===== src/rtl/shared_response_buffer.sv =====
// shared_response_buffer: R-beat store keeping per-UID linked lists in one shared slot pool,
// with a per-UID occupancy cap, a complete-burst bitmap and an optional store-and-forward mode.
module shared_response_buffer #(
  parameter int NUM_UIDS          = 16,
  parameter int ID_WIDTH          = 4,
  parameter int DATA_WIDTH        = 64,
  parameter int RESP_WIDTH        = 2,
  parameter int POOL_DEPTH        = 32,
  parameter int MAX_BEATS_PER_UID = 8,
  parameter int STORE_FWD         = 0
) (
  input  logic                               clk,
  input  logic                               rst,
  input  logic                               in_valid,
  output logic                               in_ready,
  input  logic [ID_WIDTH-1:0]                in_id,
  input  logic [DATA_WIDTH-1:0]              in_data,
  input  logic [RESP_WIDTH-1:0]              in_resp,
  input  logic                               in_last,
  input  logic                               rd_req,
  input  logic [ID_WIDTH-1:0]                rd_uid,
  output logic                               out_valid,
  input  logic                               out_ready,
  output logic [ID_WIDTH-1:0]                out_id,
  output logic [DATA_WIDTH-1:0]              out_data,
  output logic [RESP_WIDTH-1:0]              out_resp,
  output logic                               out_last,
  output logic [NUM_UIDS-1:0]                burst_ready,
  output logic [$clog2(POOL_DEPTH+1)-1:0]    free_slots
);
  localparam int PW = $clog2(POOL_DEPTH);
  localparam int CW = $clog2(MAX_BEATS_PER_UID + 1);
  localparam int FW = $clog2(POOL_DEPTH + 1);
  localparam int NU = 1 << ID_WIDTH;
  logic [POOL_DEPTH-1:0] free_q, free_d;
  logic [FW-1:0]         fcnt_q, fcnt_d;
  logic [PW-1:0]         next_q [POOL_DEPTH];
  logic [PW-1:0]         next_d [POOL_DEPTH];
  logic [PW-1:0]         head_q [NU];
  logic [PW-1:0]         head_d [NU];
  logic [PW-1:0]         tail_q [NU];
  logic [PW-1:0]         tail_d [NU];
  logic [CW-1:0]         cnt_q [NU];
  logic [CW-1:0]         cnt_d [NU];
  logic [CW-1:0]         last_cnt_q [NU];
  logic [CW-1:0]         last_cnt_d [NU];
  logic [DATA_WIDTH-1:0] mem_data [POOL_DEPTH];
  logic [RESP_WIDTH-1:0] mem_resp [POOL_DEPTH];
  logic [POOL_DEPTH-1:0] mem_last;
  logic [NU-1:0]         uid_ok;
  logic [PW-1:0]         slot;
  logic [PW-1:0]         rd_head;
  logic                  accept;
  logic                  pop;
  logic                  readable;
  // Lowest-index free slot; a slot freed this cycle is still marked busy here.
  always_comb begin
    slot = '0;
    for (int i = POOL_DEPTH - 1; i >= 0; i--) slot = free_q[i] ? PW'(i) : slot;
  end
  always_comb begin
    uid_ok = '0;
    for (int u = 0; u < NU; u++) uid_ok[u] = u < NUM_UIDS;
  end
  always_comb begin
    burst_ready = '0;
    for (int u = 0; u < NUM_UIDS; u++) burst_ready[u] = last_cnt_q[u] != '0;
  end
  assign in_ready   = (fcnt_q != '0) && (cnt_q[in_id] != CW'(MAX_BEATS_PER_UID));
  assign accept     = in_valid && in_ready && uid_ok[in_id];
  assign rd_head    = head_q[rd_uid];
  assign readable   = (STORE_FWD != 0) ? (last_cnt_q[rd_uid] != '0) : (cnt_q[rd_uid] != '0);
  assign out_valid  = rd_req && readable;
  assign pop        = out_valid && out_ready;
  assign out_id     = rd_uid;
  assign out_data   = out_valid ? mem_data[rd_head] : '0;
  assign out_resp   = out_valid ? mem_resp[rd_head] : '0;
  assign out_last   = out_valid ? mem_last[rd_head] : 1'b0;
  assign free_slots = fcnt_q;
  always_comb begin
    free_d     = free_q;
    next_d     = next_q;
    head_d     = head_q;
    tail_d     = tail_q;
    cnt_d      = cnt_q;
    last_cnt_d = last_cnt_q;
    fcnt_d     = fcnt_q - FW'(accept) + FW'(pop);
    if (pop) free_d[rd_head] = 1'b1;
    if (accept) free_d[slot] = 1'b0;
    if (accept && cnt_q[in_id] != '0) next_d[tail_q[in_id]] = slot;
    for (int u = 0; u < NU; u++) begin
      if (pop && rd_uid == ID_WIDTH'(u)) begin
        head_d[u]     = next_q[head_q[u]];
        cnt_d[u]      = cnt_q[u] - CW'(1);
        last_cnt_d[u] = last_cnt_q[u] - CW'(out_last);
      end
      // A count of one after the update means the new beat is the whole list.
      if (accept && in_id == ID_WIDTH'(u)) begin
        tail_d[u]     = slot;
        cnt_d[u]      = cnt_d[u] + CW'(1);
        last_cnt_d[u] = last_cnt_d[u] + CW'(in_last);
        head_d[u]     = (cnt_d[u] == CW'(1)) ? slot : head_d[u];
      end
    end
  end
  always_ff @(posedge clk or posedge rst) begin
    if (rst) begin
      free_q     <= '1;
      fcnt_q     <= FW'(POOL_DEPTH);
      next_q     <= '{default: '0};
      head_q     <= '{default: '0};
      tail_q     <= '{default: '0};
      cnt_q      <= '{default: '0};
      last_cnt_q <= '{default: '0};
    end else begin
      free_q     <= free_d;
      fcnt_q     <= fcnt_d;
      next_q     <= next_d;
      head_q     <= head_d;
      tail_q     <= tail_d;
      cnt_q      <= cnt_d;
      last_cnt_q <= last_cnt_d;
    end
  end
  always_ff @(posedge clk) begin
    if (accept) begin
      mem_data[slot] <= in_data;
      mem_resp[slot] <= in_resp;
      mem_last[slot] <= in_last;
    end
  end
endmodule


===== config.mk =====
export PLATFORM = sky130hd
export DESIGN_NAME = shared_response_buffer
export DESIGN_NICKNAME = d
export VERILOG_FILES = /design/src/rtl/shared_response_buffer.sv
export SDC_FILE = /design/constraint.sdc
export NUM_CORES = 2
export LEC_CHECK = 0
export BUFFER_PORTS_ARGS = -buffer_cell sky130_fd_sc_hd__buf_2
export CORE_MARGIN = 2
export CORE_UTILIZATION = 57
export CTS_CLUSTER_SIZE = 28
export DETAILED_ROUTE_END_ITERATION = 10
export PLACE_DENSITY = 0.76
export SLEW_MARGIN = 20
export SYNTH_ARGS = -nofsm -noshare
export SYNTH_HDL_FRONTEND = slang
export SYNTH_SLANG_ARGS = --single-unit

===== constraint.sdc =====
create_clock -name clk -period 16.3 [get_ports clk]
set_input_delay 2.445 -clock clk [delete_from_list [all_inputs] [get_ports clk]]
set_output_delay 2.445 -clock clk [all_outputs]
set_load 0.02 [all_outputs]

==> metrics.md <==
| Metric | Value |
|---|---|
| R2R Path End | `last_cnt_q[35]` |
| Met2 WL post-DR | `182000 µm` |
| RSZ-0062 raised after global routing | `false` |
| IO Count | `175` |
| PD cells | `134 nW/µm²` |
| FMAX | `94.8 MHz` |
| Setup WS pre-CTS | `5.71 ns` |
| # fillers | `15500` |
| Clock power frac | `0.333` |
| Reg-to-reg startpoint | `head_q[27]` |
| DRC viols | `0` |
| Ys Warns | `0` |
| Synth area leaders | `edfxtp_1, mux4_2, dfrtp_1` |
| Synthesized cell area | `129000 µm²` |
| Mux cell area share after synthesis | `0.222` |
| Die area | `230000 µm²` |
| Post-Route WL | `405000 µm` |
| Synth area leader | `edfxtp_1` |
| Max layer used | `met5` |
| Total GRT Usage | `0.350` |
| Worst Hold Class | `flip-flop to flip-flop` |
| Synth top cells by count | `edfxtp_1, nand2_1, mux4_2` |
| Combinational power share | `0.249` |
| Port Buffers | `174` |
| Reg power frac | `0.418` |
| Post-synth ARST share | `0.185` |
| Mapped Nets | `8961` |
| Final hold violation count | `0` |
| Die height | `479 µm` |
| Setup TNS | `0 ns` |
| Final slew viol count | `0` |
| Crit path capture type | `primary output` |
| Grt ovf | `0` |
| Clock skew | `0.0818 ns` |
| Initial antenna violation count | `32` |
| Vias | `86400` |
| Post-layout min period | `10.55 ns` |
| Max-cap violation count | `0` |
| R2R depth | `17` |
| Sw Ratio | `0.312` |
| Final Wtd Congestion | `0.993` |
| First-pass GRT wire length | `585000 µm` |
| Drt initial violations | `14000` |
| Final nets | `8880` |
| Endpoints failing setup | `0` |
| Fin crit share | `0.647` |
| Switching power | `5920 µW` |
| Mapped Cells | `8760` |
| Post-DR vias/cell | `7.27` |
| CTS tree | `built` |
| Detailed placement HPWL | `229000 µm` |
| Wire length per cell | `34.1 µm` |
| Die width | `479 µm` |
| Hold Path Depth | `2` |
| Most used DFF post-synth | `edfxtp_1` |
| CP endpoint | `out_resp[0]` |
| Starting Density | `0.573` |
| LEAKAGE | `0.0475 µW` |
| Slew @ Worst Pin | `1.35 ns` |
| Synth Area in Compound Gates | `0.0471` |
| Number of global-route vias before repair | `84700` |
| Clock root buffer | `clkbuf_16` |
| Worst EP required | `13.86 ns` |
| Synth-to-layout area growth | `10.0%` |
| Simple-gate share of the synthesized area | `0.0843` |
| Max IR drop VDD | `0.175 mV` |
| Antenna Nets Post-Route | `0` |
| CP startpoint | `rd_uid[3]` |
| Post-synth cell types | `93` |
| Drt pass-1 iters | `7` |
| Synth top area share | `0.500` |
| Skew-Pair Late Insertion Delay | `0.95 ns` |
| Core Box Area | `225000 µm²` |
| Metal-1 WL | `134000 µm` |
| Layout cells sized above 1 | `0.248` |
| Status | `completed` |
| Largest family of logic cells by synthesized area | `multiplexers` |
| Post-CTS setup buffers | `0` |
| #FFs+latches synth | `2630` |
| Resized Gates After CTS | `0` |
| Post-synthesis sequential area ratio | `0.595` |
| Met3 WL | `60200 µm` |
| Adder-cell share of the synthesized area | `0.0118` |
| Worst Setup Path Type | `input pin to primary output` |
| Int Power | `13000 µW` |
| Final worst setup slack | `5.75 ns` |
| Row count | `174` |
| Clock sinks | `2630` |
| Largest net degree at the start of global routing | `219` |
| Worst slew margin | `0.0949` |
| Worst hold path startpoint | `tail_q[68]` |
| Xor/xnor share of the synthesized area | `0.0118` |
| Worst EP arrival | `8.11 ns` |
| Post-synth EDFFs | `2144` |
| H-tree levels | `5` |
| FF-to-FF setup slack | `9.01 ns` |
| Most instantiated library cell after synthesis | `edfxtp_1` |
| Hold-fix buffers, CTS | `0` |
| CP max FO | `71` |
| Clock Tree Buf Depth | `4` |
| Reg clk slew, reported paths | `0.06 ns` |
| CP Launch Type | `input pin` |
| Syn avg cell area | `14.7 µm²` |
| Cts bufs inserted | `289` |
[how the worst min path moves through the flow]
stage               slack, ns    endpoint
global placement         0.46  tail_q[76]
CTS                      0.48  tail_q[68]
finish                   0.48  tail_q[68]
floorplan                0.44  tail_q[65]
detailed placement       0.47  tail_q[22]
global route             0.51  tail_q[74]
[metal layers]
| layer | track usage | vias to the layer above |
|---|---|---|
| li1 | - | 34000 |
| met1 | 0.453 | 43300 |
| met2 | 0.524 | 7483 |
| met3 | 0.113 | 1651 |
| met4 | 0.202 | 24 |
| met5 | 0 | - |
[registers in the layout (all words and copies together), names as in the netlist]
signal      cells
tail_q         80
last_cnt_q     64
mem_resp       64
cnt_q          64
mem_last       32
next_q        160
free_q         32
head_q         80
mem_data     2048
free_slots      6
[cells in the final DEF (no fill, tap or decap), types with 29 or more instances in the layout]
cell type,n
a32oi_1,120
o21ai_0,207
o22ai_1,34
xnor2_1,125
clkbuf_16,297
clkinv_1,55
a21oi_1,188
and4_1,29
buf_2,174
ha_1,120
buf_4,229
mux2i_1,288
nor3_1,41
xor2_1,48
nand2_1,1423
dfrtp_1,427
and3_1,42
a31oi_1,130
clkbuf_1,64
inv_1,134
nand3_1,356
a22o_1,50
clkinv_2,34
dfstp_2,33
nor2_4,33
nand4_1,95
mux4_2,1021
or3_1,29
a211oi_1,42
edfxtp_1,2144
nor2_1,249
mux2_2,220
[power by group through the flow]
stage	Sequential, µW	Clock (µW)	Combinational (µW)
floorplan	7920	0	3160
global placement	8030	0	4450
global route	7960	6610	4950
CTS	7920	6340	4600
detailed placement	8060	0	4560
finish	7940	6320	4720
[kinds of logic after synthesis]
| family | Yosys count |
|---|---|
| muxes | 1544 |
| adders and majority gates | 121 |
| and+or+nand+nor | 2456 |
| buffers and inverters | 923 |
| AOI/OAI and AO/OA | 913 |
| xor gates and xnor gates | 173 |
| DFF | 2630 |
[metrics by stage]
stage / power, µW / hold WS [ns] / area, µm² / utilization / cells
floorplan: 11100 / 0.445 / 129000 / - / 8760
global placement: 12500 / 0.458 / 133000 / 0.590 / 11400
detailed placement: 12600 / 0.470 / 133000 / 0.590 / 11400
CTS: 18900 / 0.482 / 142000 / 0.630 / 11900
global route: 19500 / 0.512 / 142000 / 0.631 / 11900
finish: 19000 / 0.478 / 142000 / 0.631 / 11900
[critical path: stages]
cell and delay (ns):
buf_2 0.22, inv_1 0.56, mux2i_1 0.34, mux2i_4 0.26
buf_4 0.56, buf_4 0.86, buf_4 0.83, mux2i_1 0.16
a22o_1 0.26, a31oi_1 0.14, nand4_1 0.12, a311oi_1 0.89
buf_2 0.34
[layout make-up]
type	instances	area, µm²	share of cell area
diodes	15	37.5	0.000265
clock buffers	373	7840	0.0553
clock inverters	124	1120	0.00791
inverters	136	518	0.00366
multi-input cells	5207	49000	0.346
flip-flops and latches	2630	76600	0.541
well taps	2992	3740	0.0264
repair buffers	415	2830	0.0199
No activity file was read; power rests on OpenSTA's default activity.
